<file path="src/rtl/uart_rx_packetizer_if.sv">
// Committed-payload byte stream from uart_rx_packetizer to the command decoder.
// The master drives data/last/valid; the slave answers with ready.
interface uart_rx_packetizer_if;
    logic [7:0] pkt_data;
    logic       pkt_last;
    logic       pkt_valid;
    logic       pkt_ready;

    modport master (output pkt_data, output pkt_last, output pkt_valid, input pkt_ready);
    modport slave  (input pkt_data, input pkt_last, input pkt_valid, output pkt_ready);
endinterface

</file>
<file path="src/rtl/uart_rx_packetizer.sv">
// Frames the uart_rx byte stream into SYNC/LEN/payload/CSUM packets, buffering payload speculatively.
// Define UART_PKT_STATS_EN to add the drop_count/pkt_count statistics outputs.
module uart_rx_packetizer #(
    parameter logic [7:0] SYNC_BYTE      = 8'hA5,
    parameter int         MAX_LEN        = 16,
    parameter int         FIFO_DEPTH     = 32,
    parameter int         TIMEOUT_CYCLES = 100000
) (
    input  logic                        clk,
    input  logic                        rst,
    input  logic                        rx_ready,
    input  logic                        rx_error,
    input  logic [7:0]                  rx_val,
    uart_rx_packetizer_if.master        pkt,
`ifdef UART_PKT_STATS_EN
    output logic [7:0]                  drop_count,
    output logic [7:0]                  pkt_count,
    output logic                        pkt_drop
`else
    output logic                        pkt_drop
`endif
);

    localparam int AW = $clog2(FIFO_DEPTH);
    localparam int PW = AW + 1;
    localparam int TW = $clog2(TIMEOUT_CYCLES + 1);

    localparam logic [1:0] S_SYNC    = 2'd0;
    localparam logic [1:0] S_LEN     = 2'd1;
    localparam logic [1:0] S_PAYLOAD = 2'd2;
    localparam logic [1:0] S_CSUM    = 2'd3;

    logic [1:0]    state, state_d;
    logic [PW-1:0] wr_ptr, wr_ptr_d, commit_ptr, rd_ptr;
    logic [PW-1:0] used, free;
    logic [7:0]    len, len_d, cnt, cnt_d, sum, sum_d, sum_next;
    logic [TW-1:0] tmo_cnt;
    logic          rx_ready_q, rx_error_q;
    logic          byte_evt, err_evt, tmo_hit, rd_fire, len_bad, last_byte;
    logic          drop_d, commit_evt, mem_we;
    logic [8:0]    mem [FIFO_DEPTH];

    assign byte_evt  = rx_ready & ~rx_ready_q;
    assign err_evt   = rx_error & ~rx_error_q;
    assign tmo_hit   = (tmo_cnt == TW'(TIMEOUT_CYCLES - 1));
    assign used      = wr_ptr - rd_ptr;
    assign free      = PW'(FIFO_DEPTH) - used;
    assign sum_next  = sum + rx_val;
    assign last_byte = (cnt == len - 8'd1);
    // Space for the whole payload is reserved here, so the payload state can never overflow.
    assign len_bad   = (rx_val == 8'd0) || (32'(rx_val) > 32'(MAX_LEN)) || (32'(rx_val) > 32'(free));

    assign pkt.pkt_valid = (rd_ptr != commit_ptr);
    assign {pkt.pkt_last, pkt.pkt_data} = mem[rd_ptr[AW-1:0]];
    assign rd_fire = pkt.pkt_valid & pkt.pkt_ready;

    always_comb begin
        state_d    = state;
        wr_ptr_d   = wr_ptr;
        len_d      = len;
        cnt_d      = cnt;
        sum_d      = sum;
        drop_d     = 1'b0;
        commit_evt = 1'b0;
        mem_we     = 1'b0;
        if (err_evt) begin
            drop_d = (state != S_SYNC);
        end else if (byte_evt) begin
            case (state)
                S_SYNC: if (rx_val == SYNC_BYTE) state_d = S_LEN;
                S_LEN: begin
                    if (len_bad) begin
                        drop_d = 1'b1;
                    end else begin
                        len_d   = rx_val;
                        sum_d   = rx_val;
                        cnt_d   = 8'd0;
                        state_d = S_PAYLOAD;
                    end
                end
                S_PAYLOAD: begin
                    mem_we   = 1'b1;
                    wr_ptr_d = wr_ptr + PW'(1);
                    sum_d    = sum_next;
                    cnt_d    = cnt + 8'd1;
                    if (last_byte) state_d = S_CSUM;
                end
                default: begin
                    if (sum_next == 8'd0) commit_evt = 1'b1;
                    else                  drop_d     = 1'b1;
                    state_d = S_SYNC;
                end
            endcase
        end else if (tmo_hit && state != S_SYNC) begin
            drop_d = 1'b1;
        end
        // Rollback only rewinds the speculative write side; rd_ptr and committed data are untouched.
        if (drop_d) begin
            wr_ptr_d = commit_ptr;
            state_d  = S_SYNC;
        end
    end

    // NOTE: sequential state uses non-blocking assignments so every register samples pre-edge values.
    always_ff @(posedge clk or posedge rst) begin
        if (rst) begin
            state      <= S_SYNC;
            wr_ptr     <= '0;
            commit_ptr <= '0;
            rd_ptr     <= '0;
            len        <= '0;
            cnt        <= '0;
            sum        <= '0;
            tmo_cnt    <= '0;
            pkt_drop   <= 1'b0;
            rx_ready_q <= 1'b0;
            rx_error_q <= 1'b0;
        end else begin
            state      <= state_d;
            wr_ptr     <= wr_ptr_d;
            len        <= len_d;
            cnt        <= cnt_d;
            sum        <= sum_d;
            pkt_drop   <= drop_d;
            rx_ready_q <= rx_ready;
            rx_error_q <= rx_error;
            if (commit_evt) commit_ptr <= wr_ptr;
            if (rd_fire)    rd_ptr     <= rd_ptr + PW'(1);
            if (state == S_SYNC || byte_evt) tmo_cnt <= '0;
            else if (!tmo_hit)               tmo_cnt <= tmo_cnt + TW'(1);
        end
    end

    // NOTE: the payload RAM has no reset; validity is carried entirely by the pointers.
    always_ff @(posedge clk) begin
        if (mem_we) mem[wr_ptr[AW-1:0]] <= {last_byte, rx_val};
    end

`ifdef UART_PKT_STATS_EN
    always_ff @(posedge clk or posedge rst) begin
        if (rst) begin
            drop_count <= 8'd0;
            pkt_count  <= 8'd0;
        end else begin
            if (pkt_drop && drop_count != 8'hFF) drop_count <= drop_count + 8'd1;
            if (commit_evt)                      pkt_count  <= pkt_count + 8'd1;
        end
    end
`endif

endmodule

</file>
<file path="src/flat_wrapper.sv">
// flat-port wrapper written by rule: the top's interface ports become plain ports
module uart_rx_packetizer_flat 
#(
    parameter logic [7:0] SYNC_BYTE      = 8'hA5,
    parameter int         MAX_LEN        = 16,
    parameter int         FIFO_DEPTH     = 32,
    parameter int         TIMEOUT_CYCLES = 100000
)
  (clk, rst, rx_ready, rx_error, rx_val, pkt_drop, pkt_pkt_data, pkt_pkt_last, pkt_pkt_valid, pkt_pkt_ready);
  uart_rx_packetizer_if pkt_i ();
  input  logic clk;
  input  logic rst;
  input  logic rx_ready;
  input  logic rx_error;
  input  logic [7:0] rx_val;
  output logic pkt_drop;
  output wire logic [$bits(pkt_i.pkt_data)-1:0] pkt_pkt_data;
  output wire logic [$bits(pkt_i.pkt_last)-1:0] pkt_pkt_last;
  output wire logic [$bits(pkt_i.pkt_valid)-1:0] pkt_pkt_valid;
  input wire logic [$bits(pkt_i.pkt_ready)-1:0] pkt_pkt_ready;
  assign pkt_pkt_data = pkt_i.pkt_data;
  assign pkt_pkt_last = pkt_i.pkt_last;
  assign pkt_pkt_valid = pkt_i.pkt_valid;
  assign pkt_i.pkt_ready = pkt_pkt_ready;
  uart_rx_packetizer #(.SYNC_BYTE(SYNC_BYTE), .MAX_LEN(MAX_LEN), .FIFO_DEPTH(FIFO_DEPTH), .TIMEOUT_CYCLES(TIMEOUT_CYCLES)) u_core (.clk(clk), .rst(rst), .rx_ready(rx_ready), .rx_error(rx_error), .rx_val(rx_val), .pkt(pkt_i), .pkt_drop(pkt_drop));
endmodule
</file>
<file path="config.mk">
export PLATFORM = sky130hd
export DESIGN_NAME = uart_rx_packetizer_flat
export DESIGN_NICKNAME = d
export VERILOG_FILES = /design/src/rtl/uart_rx_packetizer_if.sv /design/src/rtl/uart_rx_packetizer.sv /design/src/flat_wrapper.sv
export SDC_FILE = /design/constraint.sdc
export NUM_CORES = 1
export LEC_CHECK = 0
export BUFFER_PORTS_ARGS = -buffer_cell sky130_fd_sc_hd__buf_2
export CORE_MARGIN = 2
export CORE_UTILIZATION = 45
export DETAILED_ROUTE_END_ITERATION = 6
export SYNTH_ARGS = -nofsm -noshare
export SYNTH_HDL_FRONTEND = slang
export SYNTH_SLANG_ARGS = --single-unit
</file>
<file path="constraint.sdc">
create_clock -name clk -period 8.2 [get_ports clk]
set_input_delay 0.82 -clock clk [delete_from_list [all_inputs] [get_ports clk]]
set_output_delay 0.82 -clock clk [all_outputs]
set_load 0.02 [all_outputs]
</file>
[After elaboration in Yosys (flattened, before gate mapping)]
Memory sizes are Yosys's and may differ from the RTL's.
Cells that the tools add are included.
Storage, ports and cells
  register bits after elaboration: 64
  memories kept: 1
  input port bits: 13
  output and inout bits: 11
  memory bits (writable): 288
  logic and storage cells: 90
Cells by class
  reduce and logical (&&, ||, !) cells: 17
  bitwise gates (word level): 7
  muxes and demuxes: 32
  order comparisons: 2
  add/subtract/negate cells: 8
  equality and inequality tests: 12
Memory list
  u_core.mem: depth 32, bits a word 9, rd ports 1, clocked after memory_dff 0, write ports 1, line uart_rx_packetizer.sv:41  | logic [8:0] mem [FIFO_DEPTH];
Operator list (number)
  2-to-1 mux 17 bit: 2
  one-hot mux 8 bit (2 select lines): 2
  2-to-1 mux 6 bit: 4
  adder 17 x 1 -> 17 bit (second input constant): 1
  == test 17 bit (second input constant): 1
  zero test 8 bit: 2
  2-to-1 mux 8 bit: 2
  2-to-1 mux 1 bit: 14
  adder 6 x 1 -> 6 bit (second input constant): 2
  2-to-1 mux 2 bit: 6
  adder 8 x 1 -> 8 bit (second input constant): 1
  adder 8 bit: 1
  == test 8 bit: 1
  == test 8 bit (second input constant): 1
  > comparator 8 x 5 -> 1 bit (second input constant): 1
  > comparator 8 x 6 -> 1 bit: 1
  AND reduction 4 bit: 2
  nonzero test 2 bit: 4
  subtractor 8 x 1 -> 8 bit (second input constant): 1
  inequality test 2 bit (second input constant): 3
  inequality test 3 x 1 -> 1 bit (second input constant): 2
  inequality test 6 bit: 1
  one-hot mux 2 bit (3 select lines): 1
  subtractor 6 bit: 1
  14 further kinds: 21

[Depth between registers and ports, before layout]
  depth in word-level cells: 10
  gate-level depth with buffers: 19
  mapped depth without buffers: 16

[Least setup slack after synthesis]
OpenSTA, ideal clock, no wires.
  path kind: register to register
  start: register u_core.rd_ptr[0]
  end: register u_core.wr_ptr[0]
  path buffers: 2
  clock period less this slack: 4.192 ns
  data required time: 8.075 ns
  path slack: 4.008 ns
  data arrival time: 4.067 ns
  stages on the path, launching flop included: 19
  setup time: 0.125 ns
  path through: dfrtp_1 -> buf_2 -> buf_2 -> inv_1 -> ha_1 -> inv_1 -> ha_1 -> fa_1 -> a21o_1 -> a21oi_1 -> xnor2_1 -> ha_1 -> a2111o_1 -> mux2_2 -> o31ai_1 -> nand3_1 -> a21o_1 -> a31oi_4 -> mux2_2
Between the ends
  cells in the longest elaborated chain, start to end: 10
  elaborated cells on any way between the ends: 13
  those cells by class: add/sub: 2; order compare: 1; eq/ne: 1; mux: 5; reduce/logical: 4
Ends and longest elaborated chain
  from (decl): line uart_rx_packetizer.sv:34  | logic [PW-1:0] wr_ptr, wr_ptr_d, commit_ptr, rd_ptr;
  from (signal assigned): line uart_rx_packetizer.sv:128  | if (rd_fire) rd_ptr <= rd_ptr + PW'(1);
  subtractor 6 bit (*): line uart_rx_packetizer.sv:46  | assign used = wr_ptr - rd_ptr;
  subtractor 6 bit (*): line uart_rx_packetizer.sv:47  | assign free = PW'(FIFO_DEPTH) - used;
  > comparator 8 x 6 -> 1 bit (*): line uart_rx_packetizer.sv:51  | assign len_bad = (rx_val == 8'd0) || (32'(rx_val) > 32'(MAX_LEN)) || (32'(rx_val) > 32'(free));
  logical OR 1 bit (*): line uart_rx_packetizer.sv:51
  2-to-1 mux 1 bit (*): line uart_rx_packetizer.sv:72  | if (len_bad) begin
  one-hot mux 1 bit (2 select lines) (*): line uart_rx_packetizer.sv:69  | case (state)
  2-to-1 mux 1 bit (*): line uart_rx_packetizer.sv:68  | end else if (byte_evt) begin
  2-to-1 mux 1 bit (*): line uart_rx_packetizer.sv:66  | if (err_evt) begin
  inequality test 2 bit (no source line) or nonzero test 2 bit (tied branches)
  AND reduction 3 bit (no source line)
  to (signal assigned): line uart_rx_packetizer.sv:120  | wr_ptr <= wr_ptr_d;
  to (decl): line uart_rx_packetizer.sv:34
Every way passes the cells marked *; elsewhere a longest branch is shown, timed or not.
A chain may end at the register's enable or synchronous reset.

[Worst setup path in the final report]
  start: register u_core.rd_ptr[0]
  end: register u_core.state[1]
Between the ends
  cells in the longest elaborated chain, start to end: 10
  elaborated cells on any way between the ends: 15
  those cells by class: add/sub: 2; order compare: 1; eq/ne: 4; mux: 5; reduce/logical: 3
Ends and longest elaborated chain
  subtractor 6 bit (*): line uart_rx_packetizer.sv:46
  subtractor 6 bit (*): line uart_rx_packetizer.sv:47
  > comparator 8 x 6 -> 1 bit (*): line uart_rx_packetizer.sv:51
  logical OR 1 bit (*): line uart_rx_packetizer.sv:51
  2-to-1 mux 1 bit: line uart_rx_packetizer.sv:72
  one-hot mux 1 bit (2 select lines): line uart_rx_packetizer.sv:69
  2-to-1 mux 1 bit: line uart_rx_packetizer.sv:68
  2-to-1 mux 1 bit: line uart_rx_packetizer.sv:66
  inequality test 3 x 1 -> 1 bit (no source line) (tied with other cells)
  AND reduction 5 bit (no source line)
  to (signal assigned): line uart_rx_packetizer.sv:119  | state <= state_d;
  to (decl): line uart_rx_packetizer.sv:33  | logic [1:0] state, state_d;
Marked as above.

==> metrics <==
multi-input logic area 4780 µm²; vias in the first global route 8,134; Period Utilization, post-route 57.7%; worst slew pin tran 1.08 ns; drt wl/cell 23.5 µm; first-pass GRT wire length 50,700 µm; # clock sinks 352; worst skew pair latency 0.53 ns; via count 7,941; max-slew violations 0; I/O Pins 24; top_reg_cell synth edfxtp_1; Switch Pwr 1.61 mW; cell family with most CP delay compound AO/OA/AOI/OAI gates; area grow syn2layout 11.9%; Fin Setup TNS 0 ns; Syn Std Cell Area 15,300 µm²; asr flop ratio synth 18.2%; GP Congestion 0.750; maxcap violations 0; most used cell, CP ha_1; highest clock rate 0.211 GHz; port bufs 23; Max VDD drop 0.000216 V; Via-to-Cell Ratio 5.62; fin cells 1,412; Pint 3.69 mW; hold buffer count at CTS 0; Die X 188 µm; crit path kind flop to flop; largest net degree at the start of global routing 68; Reg clk slew, reported paths 0.06 ns; Lkg Pwr 5.83 nW; post-synth net total 944; Reg area 10,300 µm²; Max Root-Sink Buffers 3; synth top area cells edfxtp_1 (57%), mux4_2 (13%), dfrtp_1 (10%); Syn. warnings 0; # resized after CTS 0; DRT Pass-1 Iters 4; RSZ-0062 raised after global routing no; GRT Resource Usage Total 19.3%; DR iter-0 viols 706; Post-synth EDFFs 288; Setup Fix Bufs, Post-CTS 0; Slowest cell on crit path dfrtp_4; WP data required 8.64 ns; DP Wirelength 19,800 µm; hold violation total from the final report 0; Fill cells 2,725; CTS tree built; CTS Buf Count 40; DRC violation count after routing 0; initial core utilization 45.7%; skew final 0.0218 ns; placed insts 1,343; synthesized instance count 894; share of the synthesized area in the top cell type 56.6%; sequential area share after synthesis 67.1%; Slew HR 28.0%; initial antenna violation count 0; part of the power in combinational logic 29.9%; root buffer cell clkbuf_16; CTS H-tree depth 2; arrival time at the worst endpoint 5.17 ns; total grt overflow 0; core area 33,400 µm²; worst path bufs/invs 2; CP cell instances inv_1 > ha_1 > inv_1 > ha_1 > fa_1 > a21o_1 > a21oi_1 > xnor2_1 > ha_1 > a2111o_1 > o31ai_1 > a22o_1 > nand2_1 > or2_2 > a21boi_0; Worst Hold Class input pin to flop; part of the power in registers 39.5%; Setup crit start kind flop; power per cell area 310 nW/µm²; Die ar. 35,400 µm²; Cell Rows 67; Inserted Diodes 0; ratio of cells with drive above 1 in the final layout 22.4%; CP Capture Type flop; FF+latch count, synth 352; Routed WL 33,200 µm; Synth cell types 56; Post-DRT Antenna Nets 0; Period minus WS final 4.73 ns; critical path's largest stage delay 0.71 ns; Synth area leader edfxtp_1; Sw Ratio 30.4%; status completed; Synth Area per Inst 17.1 µm²; Crit Path Max Fanout 33; Clock Power Share 30.6%; # setup viols final 0; fin nets 987; die height 188 µm
## synth_stat cells (all sizes together), types with 3 or more instances
master  instances
edfxtp        288
mux4           90
nor2           67
dfrtp          64
nand2          46
ha             35
xnor2          29
inv            27
mux2           27
o21ai          27
nand3          25
xor2           24
clkbuf         23
nand4          14
buf            11
a21oi          10
a22o           10
mux2i           8
nor3            6
nand2b          5
nor2b           5
nor4            5
a21o            4
and3            4
or2             4
o31ai           3
## power groups by stage
stage	combinational, mW	sequential, mW	clock [mW]
2_1_floorplan	1.21	2.06	0
3_3_place_gp	1.60	2.13	0
3_5_place_dp	1.60	2.14	0
4_1_cts	1.61	2.10	1.66
5_1_grt	1.72	2.11	1.72
6_report	1.59	2.09	1.62
## path summary, 6_finish.rpt
| kind | start | end | slack, ns | depth (start not counted) |
|---|---|---|---|---|
| setup / recovery | u_core.rd_ptr[0] | u_core.state[1] | 3.47 | 15 |
| hold / removal | rx_error | u_core.rx_error_q | 0.43 | 1 |
| setup reg to reg | u_core.rd_ptr[0] | u_core.state[1] | 3.47 | 15 |
| hold reg to reg | u_core.sum[0] | u_core.sum[0] | 0.48 | 2 |
| max in group asynchronous | rst | u_core.rd_ptr[0] | 7.01 | 3 |
| min in group asynchronous | rst | u_core.cnt[5] | 0.55 | 3 |
## state kept, by name, indices dropped and copies added, names as in the netlist
signal	flops
u_core.rx_error_q	1
u_core.cnt	8
u_core.state	2
u_core.wr_ptr	6
u_core.pkt_drop	1
u_core.rx_ready_q	1
u_core.commit_ptr	6
u_core.mem	288
u_core.len	8
u_core.sum	8
u_core.rd_ptr	6
u_core.tmo_cnt	17
## metrics by stage
stage	hold slack (ns)	cell area (µm²)	worst slack, ns	total power [mW]	util [%]
final	0.431	17100	3.47	5.30	51.1
after detailed placement	0.475	15900	3.40	3.74	47.6
after global placement	0.467	15900	3.44	3.73	47.6
after CTS	0.405	17100	3.39	5.37	51.1
after floorplan	0.454	15300	4.01	3.27	-
after global routing	0.404	17100	3.08	5.56	51.1
## cell usage in the layout (no fill, tap or decap), drive strengths merged, types with 5 or more instances in the layout
| master | instances |
|---|---|
| mux2i | 8 |
| mux4 | 90 |
| nor3 | 6 |
| edfxtp | 288 |
| nand2 | 46 |
| nand4 | 14 |
| clkinv | 14 |
| inv | 28 |
| a21oi | 10 |
| nor2 | 67 |
| ha | 35 |
| mux2 | 27 |
| nand3 | 25 |
| a22o | 10 |
| nand2b | 5 |
| nor4 | 5 |
| nor2b | 5 |
| o21ai | 27 |
| dfrtp | 64 |
| clkbuf | 51 |
| xor2 | 24 |
| xnor2 | 29 |
| buf | 35 |
## routing by layer
| layer | vias up | part of all wire (%) | global-route usage [%] |
|---|---|---|---|
| li1 | 3573 | - | - |
| met1 | 4114 | 45 | 28.1 |
| met2 | 200 | 48 | 30.5 |
| met3 | 54 | 4.8 | 3.02 |
| met4 | 0 | 2.2 | 5.18 |
| met5 | - | 0 | 0 |
## final cells by class
type                            instances  area share, %
Clock buffer                           51           6.16
Sequential cell                       352           60.0
Clock inverter                         18          0.754
Tap cell                              448           3.28
Multi-Input combinational cell        480           28.0
Timing Repair Buffer                   35           1.20
Inverter                               28          0.615
## cell families (layout without fill, tap and decap cells)
kind of cell	Yosys count	after routing	share of synthesized area, %
DFF	352	352	67.1
xor gates and xnor gates	53	53	3.04
muxes	125	125	15.8
buffers and inverters	62	132	1.57
AOI/OAI and AO/OA	69	69	3.06
adders and majority gates	37	37	3.13
and+or+nand+nor	196	196	6.29
Note: power is estimated with default switching activity, not from simulation.
